--- src/rtl/guess_entry.sv ---
// guess_entry: player-side Mastermind guess entry. Buttons edit a 4-digit
// colour buffer; submit commits it atomically to history0..3 and counts turns.
// Ports: clk, rst (async, active-high); btn_inc/btn_next/btn_submit/game_over
// pulses in; history0..3, edit_digit, cursor, turn, last_turn, guess_valid,
// reject out. Optional: GUESS_ENTRY_DUP_CHECK_EN rejects repeated guesses.
module guess_entry #(
    parameter int NUM_TURNS  = 8,
    parameter int NUM_COLORS = 6
) (
    input  logic       clk,
    input  logic       rst,
    input  logic       btn_inc,
    input  logic       btn_next,
    input  logic       btn_submit,
    input  logic       game_over,
    output logic [2:0] history0,
    output logic [2:0] history1,
    output logic [2:0] history2,
    output logic [2:0] history3,
    output logic [2:0] edit_digit,
    output logic [1:0] cursor,
    output logic [3:0] turn,
    output logic       last_turn,
    output logic       guess_valid,
    output logic       reject
);

    typedef enum logic [1:0] {
        EDIT   = 2'd0,
        COMMIT = 2'd1,
        DONE   = 2'd2
    } state_t;

    state_t     state, state_next;
    logic [2:0] digits [4];

    logic do_clear, do_commit, do_reject, do_next, do_inc;
    logic same_guess;

    // Matches the previously committed guess (only meaningful once turn > 0).
    assign same_guess = (turn != 4'd0)
                     && (digits[0] == history0) && (digits[1] == history1)
                     && (digits[2] == history2) && (digits[3] == history3);

    assign edit_digit = digits[cursor];

    always_ff @(posedge clk or posedge rst) begin
        if (rst) state <= EDIT;
        else     state <= state_next;
    end

    always_comb begin
        state_next = state;
        do_clear   = 1'b0;
        do_commit  = 1'b0;
        do_reject  = 1'b0;
        do_next    = 1'b0;
        do_inc     = 1'b0;
        if (game_over) begin
            do_clear   = 1'b1;
            state_next = EDIT;
        end else begin
            unique case (state)
                EDIT: begin
                    if (btn_submit) begin
`ifdef GUESS_ENTRY_DUP_CHECK_EN
                        if (same_guess) begin
                            do_reject = 1'b1;
                        end else begin
                            do_commit  = 1'b1;
                            state_next = COMMIT;
                        end
`else
                        do_commit  = 1'b1;
                        state_next = COMMIT;
`endif
                    end else if (btn_next) begin
                        do_next = 1'b1;
                    end else if (btn_inc) begin
                        do_inc = 1'b1;
                    end
                end
                COMMIT: state_next = last_turn ? DONE : EDIT;
                DONE:   state_next = DONE;
                default: state_next = EDIT;
            endcase
        end
    end

    always_ff @(posedge clk or posedge rst) begin
        if (rst) begin
            for (int i = 0; i < 4; i++) digits[i] <= 3'd0;
            history0    <= 3'd0;
            history1    <= 3'd0;
            history2    <= 3'd0;
            history3    <= 3'd0;
            cursor      <= 2'd0;
            turn        <= 4'd0;
            last_turn   <= 1'b0;
            guess_valid <= 1'b0;
            reject      <= 1'b0;
        end else begin
            guess_valid <= 1'b0;
            reject      <= do_reject;
            if (do_clear) begin
                for (int i = 0; i < 4; i++) digits[i] <= 3'd0;
                history0  <= 3'd0;
                history1  <= 3'd0;
                history2  <= 3'd0;
                history3  <= 3'd0;
                cursor    <= 2'd0;
                turn      <= 4'd0;
                last_turn <= 1'b0;
            end else if (do_commit) begin
                history0    <= digits[0];
                history1    <= digits[1];
                history2    <= digits[2];
                history3    <= digits[3];
                turn        <= turn + 4'd1;
                guess_valid <= 1'b1;
                last_turn   <= ((turn + 4'd1) == 4'(NUM_TURNS));
            end else if (do_next) begin
                cursor <= cursor + 2'd1;
            end else if (do_inc) begin
                if (digits[cursor] == 3'(NUM_COLORS - 1))
                    digits[cursor] <= 3'd0;
                else
                    digits[cursor] <= digits[cursor] + 3'd1;
            end
        end
    end

endmodule
--- config.mk ---
export PLATFORM = sky130hd
export DESIGN_NAME = guess_entry
export DESIGN_NICKNAME = d
export VERILOG_FILES = /design/src/rtl/guess_entry.sv
export SDC_FILE = /design/constraint.sdc
export NUM_CORES = 1
export LEC_CHECK = 0
export BUFFER_PORTS_ARGS = -buffer_cell sky130_fd_sc_hd__buf_2
export CORE_ASPECT_RATIO = 1.25
export CORE_UTILIZATION = 59
export CTS_BUF_LIST = sky130_fd_sc_hd__clkbuf_16
export DETAILED_ROUTE_END_ITERATION = 10
export GPL_TIMING_DRIVEN = 1
export HOLD_SLACK_MARGIN = 0.06
export PLACE_DENSITY_LB_ADDON = 0.12
export SLEW_MARGIN = 10
export SYNTH_ARGS = -nofsm -noshare
export SYNTH_HDL_FRONTEND = slang
export SYNTH_SLANG_ARGS = --single-unit
--- constraint.sdc ---
create_clock -name clk -period 3.58 [get_ports clk]
set_input_delay 0.358 -clock clk [delete_from_list [all_inputs] [get_ports clk]]
set_output_delay 0.358 -clock clk [all_outputs]
set_load 0.03 [all_outputs]
==> results of run 1 <==
cell families (layout without fill, tap and decap cells):
family / Yosys count / count (layout) / share of synthesized area (%)
simple gates: 54 / 54 / 15.6
other cells: 1 / 1 / 0.214
xor+xnor: 3 / 3 / 1.50
fa+ha+maj: 8 / 8 / 5.70
buf+inv: 19 / 46 / 4.92
flops: 34 / 34 / 48.5
compound gates: 43 / 43 / 17.2
mux: 6 / 6 / 6.34
worst paths after layout:
check	slack (ns)	end	start
max	1.27	digits[4]$_DFFE_PP0P_	cursor[0]$_DFFE_PP0P_
min	0.17	history3[1]$_DFFE_PP0P_	rst
max reg2reg	1.27	digits[4]$_DFFE_PP0P_	cursor[0]$_DFFE_PP0P_
min reg2reg	0.52	digits[5]$_DFFE_PP0P_	digits[5]$_DFFE_PP0P_
max in group asynchronous	2.91	history3[2]$_DFFE_PP0P_	rst
min in group clk	0.52	digits[5]$_DFFE_PP0P_	digits[5]$_DFFE_PP0P_
registers in the layout, indices dropped and copies added (netlist names):
signal,cells
digits,12
last_turn,1
guess_valid,1
cursor,2
history1,3
history0,3
state,2
turn,4
history2,3
history3,3
routing by layer:
metal	up-vias	wire [um]	track usage (%)	part of all wire (%)
met5	-	0	0	0
met4	0	85	10.4	2.2
met3	10	242	9.25	6.2
met2	55	1860	43.5	48
met1	660	1690	36.3	44
li1	655	-	-	-
power by group through the flow:
| stage | Sequential [W] | Combinational [W] | Clock, W |
|---|---|---|---|
| after detailed placement | 0.000407 | 0.0000847 | 0 |
| after global routing | 0.000402 | 0.0000933 | 0.000513 |
| after global placement | 0.000407 | 0.0000824 | 0 |
| after CTS | 0.000401 | 0.0000854 | 0.000497 |
| after floorplan | 0.000413 | 0.0000584 | 0 |
| final | 0.000401 | 0.0000855 | 0.000493 |
cells in the final DEF (no fill, tap or decap), types with 2 or more instances in the layout:
cell type   count
clkbuf_16       5
xnor2_1         3
ha_1            8
clkinvlp_4      2
buf_2          28
nand2b_1        5
nor4bb_1        2
a21oi_1        19
buf_4           2
o31ai_1         4
or3_1           2
a32o_1          8
nand2_1        29
dfrtp_1        34
inv_1           7
a31oi_1         5
a2111o_1        4
mux4_1          2
nor2_1          8
worst register-to-register path: stages (launching register included):
cell	delay, ns
dfrtp_1	0.54
mux4_1	0.67
ha_1	0.36
nand2b_1	0.16
a2111o_1	0.35
a21oi_1	0.15
stage by stage:
step	hold slack (ns)	worst slack, ns
after floorplan	0.479	1.07
after global placement	0.507	1.39
after detailed placement	0.514	1.33
after CTS	0.422	1.29
after global routing	0.241	1.15
final	0.170	1.27
layout make-up:
type,count,area share (%)
Clock buffer,5,6.05
Clock inverter,3,2.18
Inverter,8,1.45
Multi-Input combinational cell,115,39.6
Sequential cell,34,41.2
Tap cell,34,2.06
Timing Repair Buffer,30,7.51
==> out/metrics.yaml, run 1 <==
yosys_most_used_dff: "dfrtp_1"
p_leak_nw: 0.953
p_seq_share_pct: 41.0
critPathKind: "register to register"
drive_above_1_share_pct: 23.1
slew_headroom_pct: 36.0
path_buf_inv: 0
drt_pre_antenna_iters: 4
end_kind: "register"
clock_path_buffers: 2
fmax_mhz: 433
path_cells: "mux4_1 > ha_1 > nand2b_1 > a2111o_1 > a21oi_1"
p_per_area_nw_per_um2: 474
postRouteAntennaNets: 0
dpl_cell_area_um2: 1900
cts_sinks: 34
hold_viol: 0
cts.repair.resized: 0
tightestPinTransition_ns: 0.956
fillCellCount: 192
multiInputGateArea_um2: 818
grt_pass1_vias: 1333
cap_violations: 0
report.final.slew_viol_count: 0
antenna_found_initial: 0
viasPerCell: 6.03
overflow: 0
ir_worst_vdd_v: 0.000664
postCtsSetupRepairBufs: 0
avgSynthCellArea_um2: 10.4
synth_cell_types: 36
coreArea_um2: 2760
swShare_pct: 24.1
power.internal_w: 0.000744
ys_seq_area_share_pct: 48.5
pin_count: 30
critPathArrivalTime_ns: 2.51
fin_util_pct: 74.9
synth.top_cells.by_count: "dfrtp_1, nand2_1, a21oi_1"
clkTransAtPathRegs_ns: 0.05
placed_cells_incl_taps: 221
syn_to_final_growth_pct: 17.7
drc: 0
synth_area_um2: 1760
wire_per_inst_um: 16.9
portBuffers: 28
grt_pass1_wl_mm: 6.49
yosys.area.top_type_share_pct: 48.5
dieWidth_um: 50.8
required_ns: 3.78
cts_tree: "yes"
die_area_um2: 3200
finalCriticalPeriod_ns: 2.31
core.rowCount: 21
finalNonFillerCells: 229
synth_most_common_cell: "dfrtp_1"
ys_ff_latch: 34
power.total_w: 0.000979
async_flop_share_pct: 100
combPwrFrac_pct: 8.7
hp-class: "input port to asynchronous set/reset pin"
antennaDiodeCount: 0
htreeDepth: 2
critPathMaxFanout: 8
rr_worst_depth: 5
synth_edf_count: 0
synth_top_area_cell: "dfrtp_1"
fin_nets: 208
ys.warnings.count: 0
regArea_um2: 851
crit_cells: 5
finalSetupTns_ns: 0
clock_latency_ns: 0.28
finalCritPeriodShare_pct: 64.5
grt_max_degree: 33
slowest_stage: "mux4_1"
fin_skew_ns: 0.00292
pwr-share-clk_pct: 50.3
holdBufCountCts: 0
postSynthCellCount: 168
status: "completed"
gr-usage-all-layers_pct: 28.1
post-route-cell-area_um2: 2070
start_kind: "register"
rsz0062_at_grt: "no"
dr_total_vias: 1380
dp_hpwl_mm: 2.65
routed_wl_mm: 3.87
critPathMaxStageDelay_ns: 0.67
drt_iter0_markers: 48
cts_buffers: 5
synthTopCellsByArea: "dfrtp_1, nand2_1, ha_1"
gp_congestion: 0.886
critical-path-top-delay-family: "multiplexers"
dieHeight_um: 63.0
start_util_pct: 63.6
setup_viol: 0
p_switching_w: 0.000236
synthesis.nets: 182
root_buffer: "clkbuf_16"
(Power assumes the default switching activity.)
==> run 2, diff against run 1 <==
--- a/config.mk
+++ b/config.mk
@@ -5,9 +5,10 @@
 export SDC_FILE = /design/constraint.sdc
 export NUM_CORES = 1
 export LEC_CHECK = 0
+export ABC_AREA = 1
 export BUFFER_PORTS_ARGS = -buffer_cell sky130_fd_sc_hd__buf_2
 export CORE_ASPECT_RATIO = 1.25
-export CORE_UTILIZATION = 59
+export CORE_UTILIZATION = 56
 export CTS_BUF_LIST = sky130_fd_sc_hd__clkbuf_16
 export DETAILED_ROUTE_END_ITERATION = 10
 export GPL_TIMING_DRIVEN = 1
==> constraint.sdc (replaced) <==
create_clock -name clk -period 2.3 [get_ports clk]
set_input_delay 0.23 -clock clk [delete_from_list [all_inputs] [get_ports clk]]
set_output_delay 0.23 -clock clk [all_outputs]
set_load 0.03 [all_outputs]
==> run 2 against run 1 <==
Net effect: worst setup slack worse by 1.1 ns; power grew 65%; largest cell class is now multi-input combinational cells; synthesized cell count up 45%.
==> out/metrics.yaml, run 2 <==
final_common_cell: "nand2_1"
slowest_stage: "dfrtp_1"
dieWidth_um: 55.5
required_ns: 2.47
p_per_area_nw_per_um2: 706
wl_met1_mm: 1.94
synth_area_um2: 2000
grt_pass1_vias: 1572
drt_iter0_markers: 77
fmax_mhz: 477
dr_total_vias: 1683
avgSynthCellArea_um2: 8.21
viasPerCell: 5.41
synth.top_cells.by_count: "nand2_1, dfrtp_1, nand3_1, inv_1"
portBuffers: 28
power.internal_w: 0.00111
gr-usage-all-layers_pct: 25.8
worst-r2r-setup-slack_ns: 0.21
cap_violations: 0
ys.warnings.count: 0
htreeDepth: 2
tightestPinTransition_ns: 0.527
ys_seq_area_share_pct: 42.5
slew_headroom_pct: 64.8
swShare_pct: 31.1
synth_cell_types: 33
crit_cells: 10
synth_most_common_cell: "nand2_1"
p_leak_nw: 1.22
synth_top_area_cell: "dfrtp_1"
largest_register_ffs: 12
yosys.area.top_type_share_pct: 42.5
path_buf_inv: 1
yosys_most_used_dff: "dfrtp_1"
finalCriticalPeriod_ns: 2.09
gp_congestion: 0.865
hold_viol: 0
fin_skew_ns: 0.00293
reg_top3: "digits (12), turn (4)"
path_cells: "nand2_1 > a32oi_2 > inv_1 > ha_1 > nand3_4 > nand3_1 > nand2_2 > nor2_1 > nand2_1 > nand2_1"
drive_above_1_share_pct: 26.3
root_buffer: "clkbuf_16"
grt_max_degree: 35
critPathKind: "register to register"
pin_count: 30
rr_worst_depth: 10
postRouteAntennaNets: 0
wl_met2_mm: 2.17
finalCritPeriodShare_pct: 91.1
antennaDiodeCount: 0
synth_edf_count: 0
antenna_found_initial: 0
grt_pass1_wl_mm: 7.38
pwr-share-clk_pct: 39.4
postSynthCellCount: 244
multiInputGateArea_um2: 988
clock_latency_ns: 0.28
dp_hpwl_mm: 3.09
top_layer: "met4"
clkTransAtPathRegs_ns: 0.05
ir_worst_vdd_v: 0.000595
cts_buffers: 5
syn_to_final_growth_pct: 14.2
drc: 0
mostFrequentLayoutCells: "nand2_1, dfrtp_1, nand3_1"
fin_nets: 287
setup_viol: 0
cts_sinks: 34
critPathMaxStageDelay_ns: 0.63
wl_met3_um: 163
holdBufCountCts: 0
overflow: 0
hp-class: "input port to asynchronous set/reset pin"
drt_pre_antenna_iters: 4
status: "completed"
fillCellCount: 291
fin_util_pct: 69.1
critPathArrivalTime_ns: 2.26
cts_tree: "yes"
cts.repair.resized: 0
report.final.slew_viol_count: 0
wire_per_inst_um: 14.0
end_kind: "register"
top_register: "digits"
finalSetupTns_ns: 0
start_util_pct: 60.5
combPwrFrac_pct: 20.0
die_area_um2: 3820
dieHeight_um: 68.9
cp_common_cell: "nand2_1"
p_switching_w: 0.000502
synthTopCellsByArea: "dfrtp_1, nand2_1, nand3_1"
regArea_um2: 851
p_seq_share_pct: 40.6
clock_path_buffers: 2
core.rowCount: 23
critPathMaxFanout: 18
rsz0062_at_grt: "no"
async_flop_share_pct: 100
ys_ff_latch: 34
synthesis.nets: 258
critical-path-top-delay-family: "simple AND/OR/NAND/NOR gates"
routed_wl_mm: 4.35
coreArea_um2: 3310
postCtsSetupRepairBufs: 0
start_kind: "register"
placed_cells_incl_taps: 303
finalNonFillerCells: 311
run 2: cell count changes after synthesis, sizes merged, moves of 8 or more:
cell	previous run	this run
a21oi	19	2
nor2	8	16
o21ai	1	22
a32o	8	0
inv	8	24
nand3	1	39
nand2	29	78
run 2: stage by stage:
step / power [W] / hold slack (ns) / area [um^2] / setup slack [ns]
final: 0.00162 / 0.0419 / 2290 / 0.205
after global routing: 0.00170 / 0.0943 / 2290 / 0.0402
after CTS: 0.00163 / 0.0641 / 2290 / 0.218
after detailed placement: 0.000988 / 0.355 / 2150 / 0.239
after global placement: 0.000984 / 0.342 / 2150 / 0.311
after floorplan: 0.000918 / 0.372 / 2010 / 0.134
run 2: final cells by class:
type / count / share of cell area (%)
Clock buffer: 5 / 5.47
Clock inverter: 3 / 0.711
Inverter: 24 / 4.27
Multi-Input combinational cell: 177 / 43.2
Sequential cell: 34 / 37.2
Tap cell: 37 / 2.02
Timing Repair Buffer: 31 / 7.11
run 2: cell families (layout without fill, tap and decap cells):
group	Yosys count	in the layout	synth area share, %
buffers and inverters	33	63	8.56
AO/OA/AOI/OAI	28	28	9.99
XOR/XNOR	2	2	0.875
adder cells (fa/ha/maj)	8	8	5.00
AND/OR/NAND/NOR	138	138	32.9
flip-flops	34	34	42.5
other	1	1	0.187
run 2: metal layers:
metal / vias up / track usage, %
met3: 5 / 5.78
met2: 39 / 45.2
met5: - / 0
met1: 794 / 30.8
met4: 0 / 11.3
li1: 845 / -
run 2: worst reg2reg max path: stages, from the launching register on:
cell     delay, ns
dfrtp_1       0.63
nand2_1       0.12
a32oi_2       0.30
inv_1         0.07
ha_1          0.22
nand3_4       0.21
nand3_1       0.15
nand2_2       0.13
nor2_1        0.05
nand2_1       0.06
nand2_1       0.04
run 2: final timing paths:
path / start / end
min reg2reg: digits[10]$_DFFE_PP0P_ / digits[10]$_DFFE_PP0P_
max reg2reg: cursor[0]$_DFFE_PP0P_ / digits[8]$_DFFE_PP0P_
min in group clk: game_over / state[0]$_DFFE_PP0P_
min: rst / history3[0]$_DFFE_PP0P_
max: cursor[0]$_DFFE_PP0P_ / digits[8]$_DFFE_PP0P_
max in group asynchronous: rst / guess_valid$_DFF_PP0_
run 2: power groups by stage:
stage	Combinational, W	Sequential (W)	Clock (W)
2_1_floorplan	0.000239	0.000680	0
3_3_place_gp	0.000317	0.000667	0
3_5_place_dp	0.000321	0.000666	0
4_1_cts	0.000324	0.000656	0.000645
5_1_grt	0.000358	0.000659	0.000680
6_report	0.000323	0.000656	0.000636
